**src/rtl/pc_gen_if.sv**
```systemverilog
// pc_gen_if: bundle between the branch/jump resolution logic (master) and the
// fetch PC generator (slave). Carries next-PC selection, exception/return
// requests and the generator's PC, EPC and return-address-stack outputs.
interface pc_gen_if #(
  parameter int WIDTH = 32
);

  logic             EN;
  logic [1:0]       PC_Sel;
  logic [WIDTH-1:0] PC_Branch;
  logic [WIDTH-1:0] JR;
  logic [WIDTH-1:0] PC_JAL;
  logic             EXC;
  logic [WIDTH-1:0] EXC_PC;
  logic             ERET;

  logic [WIDTH-1:0] PC_IF;
  logic [WIDTH-1:0] PC_4;
  logic [WIDTH-1:0] EPC;
  logic             IN_EXC;
  logic             MISALIGN;
  logic [WIDTH-1:0] RAS_TOP;
  logic             RAS_VALID;

  // Pipeline side: drives the requests, observes the PC state
  modport master (
    output EN, PC_Sel, PC_Branch, JR, PC_JAL, EXC, EXC_PC, ERET,
    input  PC_IF, PC_4, EPC, IN_EXC, MISALIGN, RAS_TOP, RAS_VALID
  );

  // PC generator side
  modport slave (
    input  EN, PC_Sel, PC_Branch, JR, PC_JAL, EXC, EXC_PC, ERET,
    output PC_IF, PC_4, EPC, IN_EXC, MISALIGN, RAS_TOP, RAS_VALID
  );

endinterface

```
**src/rtl/pc_gen.sv**
```systemverilog
// pc_gen: fetch program-counter generator for the MIPS150 front end.
// Holds the fetch PC and picks the next one from sequential, branch, JR or JAL
// targets, with exception vectoring (EPC capture / ERET return) and target
// alignment flagging. Priority each edge: RST > EXC > ERET > EN&PC_Sel > hold.
// Optional feature macro: PC_GEN_RAS_EN builds a circular return-address stack
// that pushes PC_4 on JAL and pops on JR; without it RAS_TOP/RAS_VALID are 0.
module pc_gen #(
  parameter int               WIDTH     = 32,
  parameter logic [WIDTH-1:0] RESET_VEC = WIDTH'(32'h4000_0000),
  parameter logic [WIDTH-1:0] EXC_VEC   = WIDTH'(32'h4000_0180),
  parameter int               RAS_DEPTH = 4
) (
  input logic      CLK,
  input logic      RST,
  pc_gen_if.slave  bus
);

  logic [WIDTH-1:0] pc_q, pc_d;
  logic [WIDTH-1:0] epc_q, epc_d;
  logic             in_exc_q, in_exc_d;
  logic             misalign_q, misalign_d;
  logic [WIDTH-1:0] pc4;

  // Only normal advancing cycles touch the return-address stack
  logic             adv;

  assign pc4 = pc_q + WIDTH'(4);
  assign adv = bus.EN && !bus.EXC && !bus.ERET;

  // Next-PC, EPC and exception-state selection in priority order
  always_comb begin
    pc_d       = pc_q;
    epc_d      = epc_q;
    in_exc_d   = in_exc_q;
    misalign_d = 1'b0;
    if (bus.EXC) begin
      pc_d = EXC_VEC;
      if (!in_exc_q) begin
        epc_d    = bus.EXC_PC;
        in_exc_d = 1'b1;
      end
    end else if (bus.ERET) begin
      pc_d     = epc_q;
      in_exc_d = 1'b0;
    end else if (bus.EN) begin
      unique case (bus.PC_Sel)
        2'b00: pc_d = pc4;
        2'b01: begin
          pc_d       = {bus.PC_Branch[WIDTH-1:2], 2'b00};
          misalign_d = |bus.PC_Branch[1:0];
        end
        2'b10: begin
          pc_d       = {bus.JR[WIDTH-1:2], 2'b00};
          misalign_d = |bus.JR[1:0];
        end
        default: begin
          pc_d       = {bus.PC_JAL[WIDTH-1:2], 2'b00};
          misalign_d = |bus.PC_JAL[1:0];
        end
      endcase
    end
  end

  // PC and exception state registers
  always_ff @(posedge CLK) begin
    if (RST) begin
      pc_q       <= RESET_VEC;
      epc_q      <= '0;
      in_exc_q   <= 1'b0;
      misalign_q <= 1'b0;
    end else begin
      pc_q       <= pc_d;
      epc_q      <= epc_d;
      in_exc_q   <= in_exc_d;
      misalign_q <= misalign_d;
    end
  end

  assign bus.PC_IF    = pc_q;
  assign bus.PC_4     = pc4;
  assign bus.EPC      = epc_q;
  assign bus.IN_EXC   = in_exc_q;
  assign bus.MISALIGN = misalign_q;

`ifdef PC_GEN_RAS_EN
  // ptr_q is the next slot to write; the top lives one slot below it.
  // Depth is a power of two so the pointer wraps naturally, which makes a
  // push onto a full stack overwrite the oldest entry.
  localparam int PtrW = (RAS_DEPTH > 1) ? $clog2(RAS_DEPTH) : 1;
  localparam logic [PtrW:0] FullCnt = (PtrW+1)'(RAS_DEPTH);

  logic [WIDTH-1:0] ras_q [RAS_DEPTH];
  logic [WIDTH-1:0] ras_d [RAS_DEPTH];
  logic [PtrW-1:0]  ptr_q, ptr_d;
  logic [PtrW:0]    cnt_q, cnt_d;
  logic [PtrW-1:0]  top_idx;

  assign top_idx = ptr_q - 1'b1;

  // Push PC_4 on JAL, pop on JR; empty pops are ignored, count saturates
  always_comb begin
    ras_d = ras_q;
    ptr_d = ptr_q;
    cnt_d = cnt_q;
    if (adv) begin
      if (bus.PC_Sel == 2'b11) begin
        ras_d[ptr_q] = pc4;
        ptr_d        = ptr_q + 1'b1;
        if (cnt_q != FullCnt) begin
          cnt_d = cnt_q + 1'b1;
        end
      end else if ((bus.PC_Sel == 2'b10) && (cnt_q != '0)) begin
        ptr_d = ptr_q - 1'b1;
        cnt_d = cnt_q - 1'b1;
      end
    end
  end

  // Return-address stack storage, pointer and occupancy registers
  always_ff @(posedge CLK) begin
    if (RST) begin
      for (int i = 0; i < RAS_DEPTH; i++) begin
        ras_q[i] <= '0;
      end
      ptr_q <= '0;
      cnt_q <= '0;
    end else begin
      ras_q <= ras_d;
      ptr_q <= ptr_d;
      cnt_q <= cnt_d;
    end
  end

  assign bus.RAS_VALID = (cnt_q != '0);
  assign bus.RAS_TOP   = (cnt_q != '0) ? ras_q[top_idx] : '0;
`else
  logic unused_adv;
  assign unused_adv    = adv;
  assign bus.RAS_TOP   = '0;
  assign bus.RAS_VALID = 1'b0;
`endif

endmodule

```
**src/flat_wrapper.sv**
```systemverilog
// flat-port wrapper written by rule: the top's interface ports become plain ports
module pc_gen_flat 
#(
  parameter int               WIDTH     = 32,
  parameter logic [WIDTH-1:0] RESET_VEC = WIDTH'(32'h4000_0000),
  parameter logic [WIDTH-1:0] EXC_VEC   = WIDTH'(32'h4000_0180),
  parameter int               RAS_DEPTH = 4
)
  (CLK, RST, bus_EN, bus_PC_Sel, bus_PC_Branch, bus_JR, bus_PC_JAL, bus_EXC, bus_EXC_PC, bus_ERET, bus_PC_IF, bus_PC_4, bus_EPC, bus_IN_EXC, bus_MISALIGN, bus_RAS_TOP, bus_RAS_VALID);
  pc_gen_if #(.WIDTH(WIDTH)) bus_i ();
  input logic CLK;
  input logic RST;
  input wire logic [$bits(bus_i.EN)-1:0] bus_EN;
  input wire logic [$bits(bus_i.PC_Sel)-1:0] bus_PC_Sel;
  input wire logic [$bits(bus_i.PC_Branch)-1:0] bus_PC_Branch;
  input wire logic [$bits(bus_i.JR)-1:0] bus_JR;
  input wire logic [$bits(bus_i.PC_JAL)-1:0] bus_PC_JAL;
  input wire logic [$bits(bus_i.EXC)-1:0] bus_EXC;
  input wire logic [$bits(bus_i.EXC_PC)-1:0] bus_EXC_PC;
  input wire logic [$bits(bus_i.ERET)-1:0] bus_ERET;
  output wire logic [$bits(bus_i.PC_IF)-1:0] bus_PC_IF;
  output wire logic [$bits(bus_i.PC_4)-1:0] bus_PC_4;
  output wire logic [$bits(bus_i.EPC)-1:0] bus_EPC;
  output wire logic [$bits(bus_i.IN_EXC)-1:0] bus_IN_EXC;
  output wire logic [$bits(bus_i.MISALIGN)-1:0] bus_MISALIGN;
  output wire logic [$bits(bus_i.RAS_TOP)-1:0] bus_RAS_TOP;
  output wire logic [$bits(bus_i.RAS_VALID)-1:0] bus_RAS_VALID;
  assign bus_i.EN = bus_EN;
  assign bus_i.PC_Sel = bus_PC_Sel;
  assign bus_i.PC_Branch = bus_PC_Branch;
  assign bus_i.JR = bus_JR;
  assign bus_i.PC_JAL = bus_PC_JAL;
  assign bus_i.EXC = bus_EXC;
  assign bus_i.EXC_PC = bus_EXC_PC;
  assign bus_i.ERET = bus_ERET;
  assign bus_PC_IF = bus_i.PC_IF;
  assign bus_PC_4 = bus_i.PC_4;
  assign bus_EPC = bus_i.EPC;
  assign bus_IN_EXC = bus_i.IN_EXC;
  assign bus_MISALIGN = bus_i.MISALIGN;
  assign bus_RAS_TOP = bus_i.RAS_TOP;
  assign bus_RAS_VALID = bus_i.RAS_VALID;
  pc_gen #(.WIDTH(WIDTH), .RESET_VEC(RESET_VEC), .EXC_VEC(EXC_VEC), .RAS_DEPTH(RAS_DEPTH)) u_core (.CLK(CLK), .RST(RST), .bus(bus_i));
endmodule
```
**config.mk**
```make
export PLATFORM = sky130hd
export DESIGN_NAME = pc_gen_flat
export DESIGN_NICKNAME = d
export VERILOG_FILES = /design/src/rtl/pc_gen_if.sv /design/src/rtl/pc_gen.sv /design/src/flat_wrapper.sv
export SDC_FILE = /design/constraint.sdc
export NUM_CORES = 1
export LEC_CHECK = 0
export CORE_ASPECT_RATIO = 1.25
export CORE_UTILIZATION = 41
export DETAILED_ROUTE_END_ITERATION = 10
export GPL_TIMING_DRIVEN = 0
export HOLD_SLACK_MARGIN = 0.03
export PLACE_DENSITY = 0.91
export SLEW_MARGIN = 40
export SYNTH_ARGS = -nofsm -noshare
export SYNTH_HDL_FRONTEND = slang
export SYNTH_SLANG_ARGS = --single-unit
export TNS_END_PERCENT = 10
```
**constraint.sdc**
```tcl
create_clock -name CLK -period 3.2 [get_ports CLK]
set_input_delay 0.64 -clock CLK [delete_from_list [all_inputs] [get_ports CLK]]
set_output_delay 0.64 -clock CLK [all_outputs]
set_load 0.02 [all_outputs]
```
==> results of run 1 <==
## flip-flops by register name, summed over array words and instances (netlist names)
name                 count
u_core.bus.EPC          32
u_core.bus.PC_IF        32
u_core.bus.IN_EXC        1
u_core.bus.MISALIGN      1
## stage by stage
step | util | total power [W]
after CTS | 0.698 | 0.00271
after global placement | 0.667 | 0.00161
after floorplan | - | 0.00126
final | 0.701 | 0.00271
after detailed placement | 0.667 | 0.00162
after global routing | 0.701 | 0.00280
## synthesized netlist by cell type (2+ instances only)
library cell	n	area share
a31oi_1	4	0.0056
nand3_1	15	0.017
a221oi_1	3	0.0059
a22o_2	2	0.0045
a22o_1	6	0.012
xnor2_1	14	0.028
nand4_1	13	0.018
a2111oi_0	2	0.0039
o211ai_1	8	0.013
buf_4	37	0.062
o22ai_1	6	0.0084
mux4_2	4	0.020
o31ai_1	2	0.0034
a21o_1	2	0.0034
xor2_1	9	0.018
o21ai_0	33	0.037
o32ai_1	2	0.0039
nor2_1	27	0.023
buf_1	2	0.0017
mux2_2	10	0.025
a211oi_1	4	0.0067
xnor2_2	3	0.011
mux2i_1	14	0.031
nor4_1	6	0.0084
a21oi_1	62	0.070
and2_1	4	0.0056
o31a_1	2	0.0039
dfxtp_1	66	0.30
clkbuf_1	33	0.028
a221o_1	6	0.013
and3_1	18	0.025
nand4_2	2	0.0056
nor3_1	12	0.013
nand2b_1	2	0.0028
buf_2	6	0.0067
and4_1	3	0.0059
nand2_1	103	0.087
or2_2	3	0.0042
nor2b_1	3	0.0042
inv_1	5	0.0042
o2bb2ai_1	3	0.0059
## cells by family (layout without fill, tap and decap cells)
kind of cell / after synthesis / after routing / synth area share
xor+xnor: 26 / 26 / 0.0562
compound gates: 152 / 152 / 0.212
other cells: 1 / 33 / 0.000842
fa+ha+maj: 1 / 1 / 0.00281
buf+inv: 85 / 333 / 0.113
flops: 66 / 66 / 0.297
simple gates: 220 / 220 / 0.242
mux: 28 / 28 / 0.0770
## where the power goes
part | internal [W] | switching (W)
combinational | 0.000357 | 0.000344
clock | 0.000705 | 0.000396
sequential | 0.000862 | 0.0000502
## layout make-up
class / count / area, sq um
Tap cell: 132 / 165
Timing Repair Buffer: 232 / 2300
Fill cell: 840 / 3160
Buffer: 80 / 483
Clock inverter: 6 / 88.8
Inverter: 5 / 18.8
Multi-Input combinational cell: 460 / 2780
Sequential cell: 66 / 1330
Clock buffer: 10 / 239
## critical path, cell delays in order (launching register included)
cell and delay, ns:
dfxtp_1 0.46, nand4_2 0.23, nor4_4 0.31, buf_4 0.22
nand2_1 0.12, xnor2_1 0.17, clkdlybuf4s50_1 0.62
## per-layer routing
metal | vias to the layer above | wire (um)
met5 | - | 0
met3 | 63 | 1930
met2 | 357 | 9330
li1 | 2557 | -
met4 | 0 | 877
met1 | 2532 | 7060
## how the worst max path moves through the flow
stage                                       from           end  slack [ns]  cells past startpoint
2_1_floorplan   u_core.bus.PC_IF[2]$_SDFFE_PP0P_  bus_PC_4[28]        0.66                      6
3_3_place_gp    u_core.bus.PC_IF[2]$_SDFFE_PP0P_  bus_PC_4[24]       -0.02                      7
3_5_place_dp    u_core.bus.PC_IF[2]$_SDFFE_PP0P_  bus_PC_4[24]       -0.02                      7
4_1_cts        u_core.bus.PC_IF[14]$_SDFFE_PP0P_  bus_PC_4[31]       -0.19                      6
5_1_grt         u_core.bus.PC_IF[5]$_SDFFE_PP0P_  bus_PC_4[21]      -0.009                      6
6_report        u_core.bus.PC_IF[8]$_SDFFE_PP0P_  bus_PC_4[21]        0.10                      6
## timing repair
| action | CTS | global route |
|---|---|---|
| endpoints found under the setup margin | 16 | 10 |
| gates resized for setup | 19 | 9 |
| pin swaps | 2 | 1 |
| buffers inserted | 0 | 2 |
==> metrics.txt, run 1 <==
outcome finished clean; Tmin final 3.10 ns; hold-critical path depth 2; Clock Sinks 66; fin nets ~1000; Netlist cell types 59; GR Layer Usage met2 0.569; Final HPWL DP 14.5 mm; commonest non-fill, non-tap cells in the layout clkdlybuf4s50_1 (214), nand2_1 (103), a21oi_1 (62), dfxtp_1 (62), buf_4 (39); Post-CTS Hold Fix Bufs 0; # DRC 0; Initial Utilization 0.422; CP Max Fanout 9; Synth Flop Type dfxtp_1; share of layout cells above drive strength 1 0.121; post-synthesis cell area about 4500 sq um; grt met1 use 0.409; Setup Slack @ Placement -0.0247 ns; Clock H-tree levels 3; setup TNS 0 ns; Pins Over Slew Limit 0; worst clock skew roughly 0.0074 ns; Tightest Pin Transition approximately 0.76 ns; row count 42; fin crit share 0.968; initial antenna violation count 0; global route overflow 0; largest net degree at the start of global routing 13; power per cell area between 300 and 400 nW/um^2; share of flip-flops with an asynchronous set or reset 0; hold endpoint u_core.bus.PC_IF[1]$_SDFFE_PP0P_; total track usage 0.345; TritonCTS clock tree yes; register bit total from synthesis 66; Worst VDD drop 0.000318 V; fmax 323 MHz; via/cell ratio between 5 and 6; Clock Tree Buf Depth 2; synthesis-to-layout area growth 66.2%; number of global-route vias before repair approximately 5200; GR Layer Usage met3 0.0785; Initial DRC Count 313; most common cell after layout, fill and taps aside clkdlybuf4s50_1; crit path launch type flip-flop; Ys Warns 0; global-route wire length before repair 28.9 mm; most used routing layer met2; WL final 19.2 mm; Non-Filler Instances 991; diode count 0; RD Place Congestion 0.915; CP arrival 2.46 ns; Clk pin slew, worst setup/hold paths 0.06 ns; port bufs 230; Seq/Total Area, Yosys 0.297; Critical Path Sink Type primary output; Synth Instances slightly below 600; core area 10600 sq um; ANT nets after route 0; final worst setup slack between 0.1 and 0.15 ns; reg2reg end u_core.bus.PC_IF[24]$_SDFFE_PP0P_; total die area 11300 sq um; Max-Cap Viols 0; vias 5509; Mean Syn Cell Area 7.69 sq um; placed cell count 973; I/O pins 266; max_slew headroom 0.495; hold slack 0.479 ns; Pre-antenna DRT Iters 5; Die Y ~120 um; clock tree root driver cell clkbuf_16; reg2reg start u_core.bus.PC_IF[2]$_SDFFE_PP0P_; final setup violation count 0; Worst Hold Class reg -> reg; Setup Crit Path Kind reg -> out; reg2reg setup slack 1.11 ns; WL/cell 19.4 um; Crit path required time around 2.6 ns; worst-skew pair later-pin latency 0.34 ns; Die W 95.2 um; leakage a little over 3 nW; r2r worst-path depth 7; final number of hold-violating endpoints 0; worst hold start u_core.bus.EPC[1]$_SDFFE_PP0P_; final instance area 7400 sq um; placed inst area a little over 7000 sq um; Post-synth EDFFs 0; number of buffers created by CTS 9
Note: power is estimated with default switching activity, not from simulation.
==> inputs of run 2 (changes only) <==
--- a/config.mk
+++ b/config.mk
@@ -5,8 +5,10 @@
 export SDC_FILE = /design/constraint.sdc
 export NUM_CORES = 1
 export LEC_CHECK = 0
+export CELL_PAD_IN_SITES_DETAIL_PLACEMENT = 1
+export CELL_PAD_IN_SITES_GLOBAL_PLACEMENT = 1
 export CORE_ASPECT_RATIO = 1.25
-export CORE_UTILIZATION = 41
+export CORE_UTILIZATION = 28
 export DETAILED_ROUTE_END_ITERATION = 10
 export GPL_TIMING_DRIVEN = 0
 export HOLD_SLACK_MARGIN = 0.03
==> run 2 against run 1 <==
Against the previous run: the flow now finishes with violations (setup timing); clock skew rose by 0.0012 ns; power rose by 1.5%; die area increased by 45%; utilization down 22 points; wire length rose by 21%; non-clock buffer count grew 2; hold slack improved by 0.0020 ns; register-to-register slack better by 0.03 ns.
==> metrics.txt, run 2 (synthesis results as in run 1) <==
outcome finished with violations (was finished clean); failing checks setup timing; core area 15600 sq um (was 10600 sq um); Critical Path Sink Type primary output (unchanged); final setup violation count 1 (was 0); Initial DRC Count 276 (was 313); Clk pin slew, worst setup/hold paths 0.06 ns (about the same); total die area 16400 sq um (was 11300 sq um); CP Max Fanout 7 (was 9); placed inst area 7140 sq um (was 7040 sq um); final worst setup slack -0.0178 ns (was 0.103 ns); number of global-route vias before repair 5887 (was 5209); TritonCTS clock tree yes (unchanged); crit path launch type flip-flop (unchanged); Max-Cap Viols 0 (unchanged); max_slew headroom 0.435 (was 0.495); Final HPWL DP 17.7 mm (was 14.5 mm); hold-critical path depth 2 (unchanged); Initial Utilization 0.286 (was 0.422); clock tree root driver cell clkbuf_16 (unchanged); leakage 3.11 nW (was 3.06 nW); Pins Over Slew Limit 0 (unchanged); I/O pins 266 (unchanged); r2r worst-path depth 7 (unchanged); worst hold start u_core.bus.EPC[4]$_SDFFE_PP0P_ (was u_core.bus.EPC[1]$_SDFFE_PP0P_); fmax 311 MHz (was 323 MHz); Clock Sinks 66 (unchanged); area of the multi-input gates 2790 sq um (was 2780 sq um); Pwr Total 0.00275 W (was 0.00271 W); Clock H-tree levels 3 (unchanged); switching share of power 0.301 (was 0.291); Pre-antenna DRT Iters 5 (unchanged); reg2reg start u_core.bus.PC_IF[2]$_SDFFE_PP0P_ (unchanged); global route overflow 0 (unchanged); Crit path required time 2.56 ns (about the same); reg2reg end u_core.bus.PC_IF[28]$_SDFFE_PP0P_ (was u_core.bus.PC_IF[24]$_SDFFE_PP0P_); Setup Slack @ Placement -0.115 ns (was -0.0247 ns); placed cell count 1053 (was 973); most common cell after layout, fill and taps aside clkdlybuf4s50_1 (unchanged); FF+latch area 1330 sq um (about the same); reg2reg setup slack 1.14 ns (was 1.11 ns); WL/cell 21.6 um (was 19.4 um); commonest non-fill, non-tap cells in the layout clkdlybuf4s50_1 (213), nand2_1 (103), a21oi_1 (62), dfxtp_1 (61), buf_4 (41) (was clkdlybuf4s50_1 (214), nand2_1 (103), a21oi_1 (62), dfxtp_1 (62), buf_4 (39)); ANT nets after route 0 (unchanged); number of buffers created by CTS 9 (unchanged); RSZ-0062 raised after global routing yes; power per cell area 365 nW/um^2 (was 367 nW/um^2); worst clock skew 0.00860 ns (was 0.00741 ns); Die W 115 um (was 95.2 um); fin crit share 1.01 (was 0.968); sequential share of power 0.333 (was 0.336); row count 51 (was 42); Psw 0.000829 W (was 0.000790 W); final number of hold-violating endpoints 0 (unchanged); WL final 23.2 mm (was 19.2 mm); largest net degree at the start of global routing 13 (unchanged); CP arrival 2.58 ns (was 2.46 ns); hold endpoint u_core.bus.PC_IF[4]$_SDFFE_PP0P_ (was u_core.bus.PC_IF[1]$_SDFFE_PP0P_); Non-Filler Instances 1073 (was 991); vias 5624 (was 5509); Setup Crit Path Kind reg -> out (unchanged); Worst VDD drop 0.000200 V (was 0.000318 V); Worst Hold Class reg -> reg (unchanged); via/cell ratio 5.24 (was 5.56); Clk pwr share 0.406 (about the same); diode count 0 (unchanged); Clock Tree Buf Depth 2 (unchanged); RD Place Congestion 0.859 (was 0.915); Tmin final 3.22 ns (was 3.10 ns); worst-skew pair later-pin latency 0.34 ns (about the same); final instance area 7550 sq um (was 7400 sq um); total track usage 0.276 (was 0.345); internal power 0.00193 W (was 0.00192 W); Tightest Pin Transition 0.847 ns (was 0.757 ns); Die Y 143 um (was 119 um); port bufs 230 (unchanged); initial antenna violation count 0 (unchanged); # DRC 0 (unchanged); Comb pwr share 0.261 (was 0.258); Filler cells 1903 (was 840); share of layout cells above drive strength 1 0.125 (was 0.121); fin nets 992 (was 990); synthesis-to-layout area growth 69.4% (was 66.2%); global-route wire length before repair 33.3 mm (was 28.9 mm)
## run 2: cell count changes in the layout (fill, tap and decap cells not counted), sizes merged
| cell | change |
|---|---|
| dlymetal6s2s | +4 |
| buf | +2 |
| clkinv | +2 |
| dlygate4sd2 | -2 |
| clkbuf | -1 |
| clkdlybuf4s50 | -1 |
| clkinvlp | -1 |
| inv | -1 |
## run 2: worst max-delay path by stage
| stage | startpoint | slack (ns) | endpoint | depth (start not counted) |
|---|---|---|---|---|
| floorplan | u_core.bus.PC_IF[2]$_SDFFE_PP0P_ | 0.66 | bus_PC_4[28] | 6 |
| global placement | u_core.bus.PC_IF[2]$_SDFFE_PP0P_ | -0.06 | bus_PC_4[28] | 7 |
| detailed placement | u_core.bus.PC_IF[2]$_SDFFE_PP0P_ | -0.12 | bus_PC_4[28] | 7 |
| CTS | u_core.bus.PC_IF[7]$_SDFFE_PP0P_ | -0.15 | bus_PC_4[18] | 5 |
| global route | u_core.bus.PC_IF[2]$_SDFFE_PP0P_ | -0.10 | bus_PC_4[28] | 7 |
| finish | u_core.bus.PC_IF[2]$_SDFFE_PP0P_ | -0.02 | bus_PC_4[28] | 7 |
## run 2: power by group through the flow
| stage | combinational (W) | clock, W | sequential, W |
|---|---|---|---|
| after global placement | 0.000702 | 0 | 0.000930 |
| after floorplan | 0.000297 | 0 | 0.000961 |
| after detailed placement | 0.000712 | 0 | 0.000931 |
| final | 0.000719 | 0.00112 | 0.000917 |
| after global routing | 0.000759 | 0.00116 | 0.000922 |
| after CTS | 0.000715 | 0.00112 | 0.000914 |
## run 2: layer usage
| layer | vias up | routed length (um) | track usage |
|---|---|---|---|
| li1 | 2560 | - | - |
| met1 | 2743 | 8730 | 0.294 |
| met2 | 263 | 12000 | 0.503 |
| met3 | 58 | 1490 | 0.0611 |
| met4 | 0 | 1000 | 0.148 |
| met5 | - | 0 | 0 |
## run 2: metrics by stage
step                      hold WS [ns]   util  setup TNS [ns]
after detailed placement         0.469  0.459          -0.163
after CTS                        0.477  0.481          -0.327
final                            0.481  0.485         -0.0178
after floorplan                  0.543      -               0
after global placement           0.457  0.459          -0.127
after global routing             0.504  0.485          -0.109
## run 2: layout make-up
type,count,share of cell area
Multi-Input combinational cell,460,0.370
Timing Repair Buffer,234,0.309
Sequential cell,66,0.176
Buffer,80,0.0640
Tap cell,212,0.0351
Clock buffer,10,0.0317
Clock inverter,6,0.0119
Inverter,5,0.00249
## run 2: repair_timing
item                                    CTS  global route
pin swaps                                 1             1
setup buffers                             3             1
resized for setup                        13            17
endpoints found under the setup margin   19            13
hold buffers                              0             0
## run 2: worst max-delay path: stages (launching register included)
cell and delay (ns):
dfxtp_2 0.43, ha_2 0.24, and3_1 0.16, buf_2 0.21, nand3_4 0.13, nor4_1 0.36, xor2_1 0.31, dlygate4sd2_1 0.39
